File: src/rtl/matrix_fetch_sequencer_if.sv
`default_nettype none
// ============================================================================
// Module      : matrix_fetch_sequencer_if
// Description : Bundle of the descriptor, parameter-BRAM and output-stream
//               signals of the matrix fetch sequencer. The slave modport is
//               the sequencer's view; the master modport is the view of the
//               surrounding logic (decoder, BRAM and downstream consumer).
// Revision    : 1.0 - initial release
// ============================================================================
interface matrix_fetch_sequencer_if #(
    parameter int DATA_WIDTH = 16
);
    // Operand descriptor from the layer-info decoder
    logic                  start_in;
    logic [3:0]            height_in;
    logic [3:0]            width_in;
    logic [7:0]            start_addr_in;

    // Single-port parameter BRAM read side
    logic                  rd_en_out;
    logic [7:0]            rd_addr_out;
    logic [DATA_WIDTH-1:0] rd_data_in;

    // Tagged element stream
    logic                  out_valid_out;
    logic                  out_ready_in;
    logic [DATA_WIDTH-1:0] out_data_out;
    logic [3:0]            out_row_out;
    logic [3:0]            out_col_out;
    logic                  out_last_out;

    // Status
    logic                  busy_out;
    logic                  done_out;

    modport slave (
        input  start_in,
        input  height_in,
        input  width_in,
        input  start_addr_in,
        output rd_en_out,
        output rd_addr_out,
        input  rd_data_in,
        output out_valid_out,
        input  out_ready_in,
        output out_data_out,
        output out_row_out,
        output out_col_out,
        output out_last_out,
        output busy_out,
        output done_out
    );

    modport master (
        output start_in,
        output height_in,
        output width_in,
        output start_addr_in,
        input  rd_en_out,
        input  rd_addr_out,
        output rd_data_in,
        input  out_valid_out,
        output out_ready_in,
        input  out_data_out,
        input  out_row_out,
        input  out_col_out,
        input  out_last_out,
        input  busy_out,
        input  done_out
    );
endinterface
`default_nettype wire

File: src/rtl/matrix_fetch_sequencer.sv
`default_nettype none
// ============================================================================
// Module      : matrix_fetch_sequencer
// Description : Walks a height x width operand row-major, issues one BRAM read
//               per element under a credit limit, and streams the returned
//               words with row/col/last tags through a small skid FIFO under
//               valid/ready backpressure.
// Revision    : 1.0 - initial release
// ============================================================================
module matrix_fetch_sequencer #(
    parameter int DATA_WIDTH   = 16,
    parameter int READ_LATENCY = 2,
    parameter int FIFO_DEPTH   = 4
) (
    input  logic                    clk_in,
    input  logic                    rst_n_in,
    matrix_fetch_sequencer_if.slave bus
);

    // ------------------------------------------------------------------------
    // Constants
    // ------------------------------------------------------------------------
    localparam int c_ptr_w   = (FIFO_DEPTH > 1) ? $clog2(FIFO_DEPTH) : 1;
    // Wide enough to hold fifo_count + inflight_count without overflow
    localparam int c_cnt_w   = $clog2(FIFO_DEPTH + READ_LATENCY + 1) + 1;
    // FIFO entry layout: {last, row[3:0], col[3:0], data}
    localparam int c_tag_w   = 9;
    localparam int c_entry_w = DATA_WIDTH + c_tag_w;

    // ------------------------------------------------------------------------
    // Elaboration-time parameter checks
    // ------------------------------------------------------------------------
    generate
        if (FIFO_DEPTH < READ_LATENCY + 1) begin : g_depth_check
            $error("matrix_fetch_sequencer: FIFO_DEPTH must be >= READ_LATENCY+1");
        end
        if ((READ_LATENCY < 1) || (READ_LATENCY > 4)) begin : g_latency_check
            $error("matrix_fetch_sequencer: READ_LATENCY must be in 1..4");
        end
    endgenerate

    // ------------------------------------------------------------------------
    // State machine encoding
    // ------------------------------------------------------------------------
    typedef enum logic [1:0] {
        S_IDLE  = 2'd0,
        S_ISSUE = 2'd1,
        S_DRAIN = 2'd2
    } state_t;

    state_t r_state;
    state_t w_next_state;

    // ------------------------------------------------------------------------
    // Descriptor and walk registers
    // ------------------------------------------------------------------------
    logic [3:0] r_height;
    logic [3:0] r_width;
    logic [3:0] r_row;
    logic [3:0] r_col;
    logic [7:0] r_addr;
    logic       r_zero_done;

    // ------------------------------------------------------------------------
    // In-flight tracker: one slot per BRAM pipeline stage
    // ------------------------------------------------------------------------
    logic [READ_LATENCY-1:0] r_pipe_valid;
    logic [c_tag_w-1:0]      r_pipe_tag [READ_LATENCY];

    // ------------------------------------------------------------------------
    // Output skid FIFO
    // ------------------------------------------------------------------------
    logic [c_entry_w-1:0] r_fifo_mem [FIFO_DEPTH];
    logic [c_ptr_w-1:0]   r_wr_ptr;
    logic [c_ptr_w-1:0]   r_rd_ptr;
    logic [c_cnt_w-1:0]   r_fifo_count;

    // ------------------------------------------------------------------------
    // Combinational nets
    // ------------------------------------------------------------------------
    logic [c_cnt_w-1:0]   w_inflight;
    logic                 w_credit_ok;
    logic                 w_zero;
    logic                 w_at_end;
    logic                 w_capture;
    logic                 w_issue;
    logic                 w_done_drain;
    logic                 w_push;
    logic                 w_pop;
    logic                 w_fifo_valid;
    logic [c_entry_w-1:0] w_head;
    logic                 w_head_last;

    // Circular pointer advance that also works for non-power-of-two depths
    function automatic logic [c_ptr_w-1:0] ptr_inc(input logic [c_ptr_w-1:0] p);
        if (p == c_ptr_w'(FIFO_DEPTH - 1)) begin
            return '0;
        end
        return p + c_ptr_w'(1);
    endfunction

    assign w_zero       = (bus.height_in == 4'd0) || (bus.width_in == 4'd0);
    assign w_at_end     = (r_row == (r_height - 4'd1)) && (r_col == (r_width - 4'd1));
    assign w_fifo_valid = (r_fifo_count != '0);
    assign w_head       = r_fifo_mem[r_rd_ptr];
    assign w_head_last  = w_head[c_entry_w-1];
    assign w_pop        = w_fifo_valid && bus.out_ready_in;
    assign w_push       = r_pipe_valid[READ_LATENCY-1];

    // Count reads still travelling through the BRAM pipeline
    always_comb begin
        w_inflight = '0;
        for (int i = 0; i < READ_LATENCY; i++) begin
            w_inflight = w_inflight + c_cnt_w'(r_pipe_valid[i]);
        end
    end

    // Every issued read already owns a FIFO slot, so the FIFO cannot overflow
    assign w_credit_ok = ((r_fifo_count + w_inflight) < c_cnt_w'(FIFO_DEPTH));

    // State register
    always_ff @(posedge clk_in) begin
        if (!rst_n_in) begin
            r_state <= S_IDLE;
        end else begin
            r_state <= w_next_state;
        end
    end

    // Next-state and per-cycle control decode
    always_comb begin
        w_next_state = r_state;
        w_capture    = 1'b0;
        w_issue      = 1'b0;
        w_done_drain = 1'b0;
        case (r_state)
            S_IDLE: begin
                if (bus.start_in) begin
                    w_capture = 1'b1;
                    if (!w_zero) begin
                        w_next_state = S_ISSUE;
                    end
                end
            end
            S_ISSUE: begin
                if (w_credit_ok) begin
                    w_issue = 1'b1;
                    if (w_at_end) begin
                        w_next_state = S_DRAIN;
                    end
                end
            end
            S_DRAIN: begin
                // The last element can only reach the FIFO head after the
                // final read was issued, so it is always accepted here.
                if (w_pop && w_head_last) begin
                    w_done_drain = 1'b1;
                    w_next_state = S_IDLE;
                end
            end
            default: begin
                w_next_state = S_IDLE;
            end
        endcase
    end

    // Descriptor capture and row-major walk; the address runs linearly
    // because row*width+col advances by one per element
    always_ff @(posedge clk_in) begin
        if (!rst_n_in) begin
            r_height    <= 4'd0;
            r_width     <= 4'd0;
            r_row       <= 4'd0;
            r_col       <= 4'd0;
            r_addr      <= 8'd0;
            r_zero_done <= 1'b0;
        end else begin
            r_zero_done <= w_capture && w_zero;
            if (w_capture) begin
                r_height <= bus.height_in;
                r_width  <= bus.width_in;
                r_addr   <= bus.start_addr_in;
                r_row    <= 4'd0;
                r_col    <= 4'd0;
            end else if (w_issue) begin
                r_addr <= r_addr + 8'd1;
                if (r_col == (r_width - 4'd1)) begin
                    r_col <= 4'd0;
                    r_row <= r_row + 4'd1;
                end else begin
                    r_col <= r_col + 4'd1;
                end
            end
        end
    end

    // Tag shift register tracking each read through the BRAM latency;
    // clearing it on reset discards data for reads issued before reset
    always_ff @(posedge clk_in) begin
        if (!rst_n_in) begin
            r_pipe_valid <= '0;
            for (int i = 0; i < READ_LATENCY; i++) begin
                r_pipe_tag[i] <= '0;
            end
        end else begin
            r_pipe_valid[0] <= w_issue;
            r_pipe_tag[0]   <= {w_at_end, r_row, r_col};
            for (int i = 1; i < READ_LATENCY; i++) begin
                r_pipe_valid[i] <= r_pipe_valid[i-1];
                r_pipe_tag[i]   <= r_pipe_tag[i-1];
            end
        end
    end

    // FIFO pointers and occupancy; simultaneous push and pop leave count as is
    always_ff @(posedge clk_in) begin
        if (!rst_n_in) begin
            r_wr_ptr     <= '0;
            r_rd_ptr     <= '0;
            r_fifo_count <= '0;
        end else begin
            if (w_push) begin
                r_wr_ptr <= ptr_inc(r_wr_ptr);
            end
            if (w_pop) begin
                r_rd_ptr <= ptr_inc(r_rd_ptr);
            end
            case ({w_push, w_pop})
                2'b10:   r_fifo_count <= r_fifo_count + c_cnt_w'(1);
                2'b01:   r_fifo_count <= r_fifo_count - c_cnt_w'(1);
                default: r_fifo_count <= r_fifo_count;
            endcase
        end
    end

    // FIFO storage; contents are only visible through the valid-gated outputs
    always_ff @(posedge clk_in) begin
        if (w_push) begin
            r_fifo_mem[r_wr_ptr] <= {r_pipe_tag[READ_LATENCY-1], bus.rd_data_in};
        end
    end

    // ------------------------------------------------------------------------
    // Outputs: gated so that everything reads zero while idle/empty
    // ------------------------------------------------------------------------
    assign bus.rd_en_out     = w_issue;
    assign bus.rd_addr_out   = w_issue ? r_addr : 8'h00;
    assign bus.out_valid_out = w_fifo_valid;
    assign bus.out_data_out  = w_fifo_valid ? w_head[DATA_WIDTH-1:0] : '0;
    assign bus.out_col_out   = w_fifo_valid ? w_head[DATA_WIDTH+3:DATA_WIDTH] : 4'd0;
    assign bus.out_row_out   = w_fifo_valid ? w_head[DATA_WIDTH+7:DATA_WIDTH+4] : 4'd0;
    assign bus.out_last_out  = w_fifo_valid && w_head_last;
    assign bus.busy_out      = (r_state != S_IDLE);
    assign bus.done_out      = r_zero_done || w_done_drain;

endmodule
`default_nettype wire

File: src/flat_wrapper.sv
// flat-port wrapper written by rule: the top's interface ports become plain ports
module matrix_fetch_sequencer_flat 
#(
    parameter int DATA_WIDTH   = 16,
    parameter int READ_LATENCY = 2,
    parameter int FIFO_DEPTH   = 4
)
  (clk_in, rst_n_in, bus_start_in, bus_height_in, bus_width_in, bus_start_addr_in, bus_rd_en_out, bus_rd_addr_out, bus_rd_data_in, bus_out_valid_out, bus_out_ready_in, bus_out_data_out, bus_out_row_out, bus_out_col_out, bus_out_last_out, bus_busy_out, bus_done_out);
  matrix_fetch_sequencer_if #(.DATA_WIDTH(DATA_WIDTH)) bus_i ();
  input  logic clk_in;
  input  logic rst_n_in;
  input wire logic [$bits(bus_i.start_in)-1:0] bus_start_in;
  input wire logic [$bits(bus_i.height_in)-1:0] bus_height_in;
  input wire logic [$bits(bus_i.width_in)-1:0] bus_width_in;
  input wire logic [$bits(bus_i.start_addr_in)-1:0] bus_start_addr_in;
  output wire logic [$bits(bus_i.rd_en_out)-1:0] bus_rd_en_out;
  output wire logic [$bits(bus_i.rd_addr_out)-1:0] bus_rd_addr_out;
  input wire logic [$bits(bus_i.rd_data_in)-1:0] bus_rd_data_in;
  output wire logic [$bits(bus_i.out_valid_out)-1:0] bus_out_valid_out;
  input wire logic [$bits(bus_i.out_ready_in)-1:0] bus_out_ready_in;
  output wire logic [$bits(bus_i.out_data_out)-1:0] bus_out_data_out;
  output wire logic [$bits(bus_i.out_row_out)-1:0] bus_out_row_out;
  output wire logic [$bits(bus_i.out_col_out)-1:0] bus_out_col_out;
  output wire logic [$bits(bus_i.out_last_out)-1:0] bus_out_last_out;
  output wire logic [$bits(bus_i.busy_out)-1:0] bus_busy_out;
  output wire logic [$bits(bus_i.done_out)-1:0] bus_done_out;
  assign bus_i.start_in = bus_start_in;
  assign bus_i.height_in = bus_height_in;
  assign bus_i.width_in = bus_width_in;
  assign bus_i.start_addr_in = bus_start_addr_in;
  assign bus_rd_en_out = bus_i.rd_en_out;
  assign bus_rd_addr_out = bus_i.rd_addr_out;
  assign bus_i.rd_data_in = bus_rd_data_in;
  assign bus_out_valid_out = bus_i.out_valid_out;
  assign bus_i.out_ready_in = bus_out_ready_in;
  assign bus_out_data_out = bus_i.out_data_out;
  assign bus_out_row_out = bus_i.out_row_out;
  assign bus_out_col_out = bus_i.out_col_out;
  assign bus_out_last_out = bus_i.out_last_out;
  assign bus_busy_out = bus_i.busy_out;
  assign bus_done_out = bus_i.done_out;
  matrix_fetch_sequencer #(.DATA_WIDTH(DATA_WIDTH), .READ_LATENCY(READ_LATENCY), .FIFO_DEPTH(FIFO_DEPTH)) u_core (.clk_in(clk_in), .rst_n_in(rst_n_in), .bus(bus_i));
endmodule
File: config.mk
export PLATFORM = sky130hd
export DESIGN_NAME = matrix_fetch_sequencer_flat
export DESIGN_NICKNAME = d
export VERILOG_FILES = /design/src/rtl/matrix_fetch_sequencer_if.sv /design/src/rtl/matrix_fetch_sequencer.sv /design/src/flat_wrapper.sv
export SDC_FILE = /design/constraint.sdc
export NUM_CORES = 1
export LEC_CHECK = 0
export BUFFER_PORTS_ARGS = -buffer_cell sky130_fd_sc_hd__clkbuf_2
export CAP_MARGIN = 20
export CORE_UTILIZATION = 35
export DETAILED_ROUTE_END_ITERATION = 7
export GPL_TIMING_DRIVEN = 0
export SYNTH_ARGS = -nofsm -noshare
export SYNTH_HDL_FRONTEND = slang
export SYNTH_SLANG_ARGS = --single-unit
export TNS_END_PERCENT = 5
File: constraint.sdc
create_clock -name clk_in -period 3.72 [get_ports clk_in]
set_clock_uncertainty 0.15 [all_clocks]
set_input_delay 0.186 -clock clk_in [delete_from_list [all_inputs] [get_ports clk_in]]
set_output_delay 0.186 -clock clk_in [all_outputs]
set_load 0.02 [all_outputs]
==> impl_metrics.yaml <==
synthesis:
  seq_area_frac_synth_pct: 65.4
  synth.avg_cell_area_um2: 14.0
  yosysTopAreaCellShare_pct: 47.4
  ys_warn_count: 0
  yosys_most_used_dff: "edfxtp_1"
  syn_nets: 506
  yosys.area.top_type: "edfxtp_1"
  synth_cell_types: 43
  synth-edff-count: 100
  synth_area_leaders: "edfxtp_1, dfxtp_1, mux4_2, and2_1, ha_1"
  synth_cells: 454
  synthArstFlopShare_pct: 0
  ys_ff_latch: 157
  netlist_area_um2: 6340
floorplan:
  initial_utilization_pct: 36.3
  rows: 48
  die_w_um: 137
  core_area_um2: 17500
  chipHeight_um: 137
  io_pins: 73
  die_area_um2: 18600
pwr:
  p_sw_uw: 1220
  p_comb_share_pct: 19.2
  p_leak_uw: 0.00295
  swShare_pct: 28.2
  clockPowerShare_pct: 36.2
  pwr-share-seq_pct: 44.6
  p_total_uw: 4320
  powerDensity_nw_per_um2: 543
  intPower_uw: 3100
  ir_drop_uv: 346
setup_path:
  r2r_slack_ps: 690
  crit_type: "register to output port"
  cp-start-kind: "register"
  worst_r2r_startpoint: "u_core.r_fifo_count[0]"
  required_ps: 3380
  r2r_end: "u_core.r_fifo_count[3]"
  arrival_ps: 2840
  worst_r2r_path_depth: 11
  crit_fanout: 10
  cp-end-kind: "output port"
global_routing:
  gr-total-overflow: 0
  grt_pass1_vias: 3903
  grt_max_degree: 17
  grt_pass1_wl_um: 19200
  antenna_found_initial: 0
  grt_usage_pct: 13.8
job:
  maxCapViolCount: 0
placed_design:
  place_hpwl_um: 8000
  port_buffers: 72
  gp_congestion: 0.808
clocking:
  clockBufferDepth: 2
  cts_resized: 0
  cts_tree: "built"
  clk_latency_ps: 420
  root_buffer: "clkbuf_16"
  postCtsSetupBuffers: 0
  clk_pin_slew_ps: 60
  htree_levels: 4
  clock_sinks: 157
  cts-buffers-inserted: 17
route:
  viasPerCell: 4.75
  ant_nets: 0
  vias: 3891
  drc: 0
  finalWirelength_um: 11900
  drtIter0Drc: 211
  wl_per_cell_um: 14.5
  first_pass_iters: 6
hold_path:
  hold_depth: 3
  hold_path_end: "u_core.r_row[1]"
  worstHoldPathType: "primary input to register"
  hold_path_startpoint: "rst_n_in"
sta:
  relSlewSlack_pct: 47.9
  setup-tns-final_ps: 0
  clock.fmax_mhz: 315
  finalMaxSlewViolations: 0
  setup_viol: 0
  rsz0062_at_grt: "false"
  post-route-period-util_pct: 85.4
  tightest_slew_ps: 782
  min_period_ps: 3180
  finalHoldViolations: 0
cells_and_area:
  nets: 634
  antennaDiodeCount: 0
  fill_cells: 1553
  area_delta_synth_final_pct: 25.5
  multi_input_area_um2: 2040
  regArea_um2: 4140
  drive_above_1_share_pct: 24.1
outcome:
  status: "completed"
## layout by cell type, fill, tap and decap left out, types with 6 or more instances in the layout
cell type / count
clkbuf_1: 15
o21ai_0: 11
edfxtp_1: 100
ha_1: 15
dlygate4sd3_1: 33
nand3_1: 10
mux4_2: 25
xor2_1: 10
nand2_1: 32
clkbuf_16: 17
xnor2_1: 9
and2_1: 55
nor2_1: 19
inv_1: 14
a21oi_1: 27
clkbuf_2: 72
nor3_1: 6
dfxtp_1: 57
nand4_1: 6
## routing by layer
metal / routed length (um) / part of all wire [%] / GRT usage (%) / vias up
met1: 5330 / 45 / 16.6 / 1847
met4: 216 / 1.8 / 6.54 / 0
met3: 634 / 5.3 / 3.81 / 17
met2: 5710 / 48 / 23.0 / 118
met5: 0 / 0 / 0 / -
li1: - / - / - / 1909
## power groups by stage
stage          sequential [uW]  combinational, uW  clock, uW
4_1_cts                   1930                849       1600
2_1_floorplan             1950                570          0
3_5_place_dp              1960                820          0
5_1_grt                   1930                928       1670
3_3_place_gp              1960                806          0
6_report                  1930                829       1570
## repair_timing
| item | 4_1_cts | 5_1_grt |
|---|---|---|
| hold endpoints to repair | 82 | 0 |
| hold buffers | 33 | 0 |
| endpoints found under the setup margin | 0 | 0 |
## how the worst max path moves through the flow
stage,start,end,slack (ps),cells after the start
after floorplan,u_core.r_fifo_count[0],u_core.r_fifo_count[3],980,11
after global placement,u_core.r_fifo_count[0],u_core.r_fifo_count[3],690,11
after detailed placement,u_core.r_fifo_count[0],u_core.r_fifo_count[3],670,11
after CTS,u_core.r_pipe_valid[1],bus_rd_addr_out[5],530,9
after global routing,u_core.r_pipe_valid[1],bus_rd_addr_out[7],340,9
final,u_core.r_pipe_valid[1],bus_rd_addr_out[5],540,9
## through the flow
step / hold WS [ps] / cells / utilization [%] / setup WS [ps] / cell area (um2)
global route: 58.7 / 819 / 45.5 / 338 / 7960
floorplan: 135 / 454 / - / 981 / 6340
finish: 45.9 / 819 / 45.5 / 544 / 7960
global placement: 252 / 751 / 39.9 / 695 / 6980
CTS: 21.4 / 819 / 45.5 / 525 / 7960
detailed placement: 261 / 755 / 40.6 / 667 / 7090
## worst max-delay path: stages (launching register included)
cell and delay [ps]:
dfxtp_1 430, ha_1 190, ha_1 220, a31oi_1 200, mux2i_1 300, nand3_2 150
inv_2 150, clkbuf_1 400, and2_1 200, clkbuf_2 160
## kinds of logic after synthesis
kind of cell | after synthesis | share of synthesized area [%]
and+or+nand+nor | 146 | 12.3
muxes | 29 | 9.56
AOI/OAI and AO/OA | 50 | 4.36
buffers and inverters | 37 | 2.45
DFF | 157 | 65.4
xor gates and xnor gates | 19 | 2.63
adders and majority gates | 16 | 3.28
## synth_stat cells (2+ instances only)
master      n
nor4_1      2
xor2_1     10
and2_1     55
buf_2       4
dfxtp_1    57
o21ai_0    11
mux2i_1     2
inv_2       2
xnor2_1     9
ha_1       15
nand2_1    32
nand3b_1    2
nor3_1      6
a21oi_1    27
nand3_1    10
or3_1       4
a31oi_1     4
nand4_1     6
mux2_1      2
clkbuf_1   15
mux4_2     25
nor2_1     19
edfxtp_1  100
inv_1      14
or4_1       3
## cell type report
class / count / area share [%]
flip-flops and latches: 157 / 52.1
multi-input cells: 260 / 25.6
well taps: 225 / 3.54
clock buffers: 17 / 5.35
plain buffers: 21 / 1.20
clock inverters: 14 / 1.40
inverters: 16 / 0.755
repair buffers: 109 / 10.1
## flip-flops by register name (all words and copies together), names as in the netlist, named ones only
name / cells
u_core.r_addr: 8
u_core.r_col: 4
u_core.r_fifo_count: 4
u_core.r_fifo_mem: 100
u_core.r_height: 4
u_core.r_pipe_tag: 18
u_core.r_pipe_valid: 2
u_core.r_rd_ptr: 2
u_core.r_row: 4
u_core.r_state: 2
u_core.r_width: 4
u_core.r_wr_ptr: 2
u_core.r_zero_done: 1
Note: power is estimated with default switching activity, not from simulation.
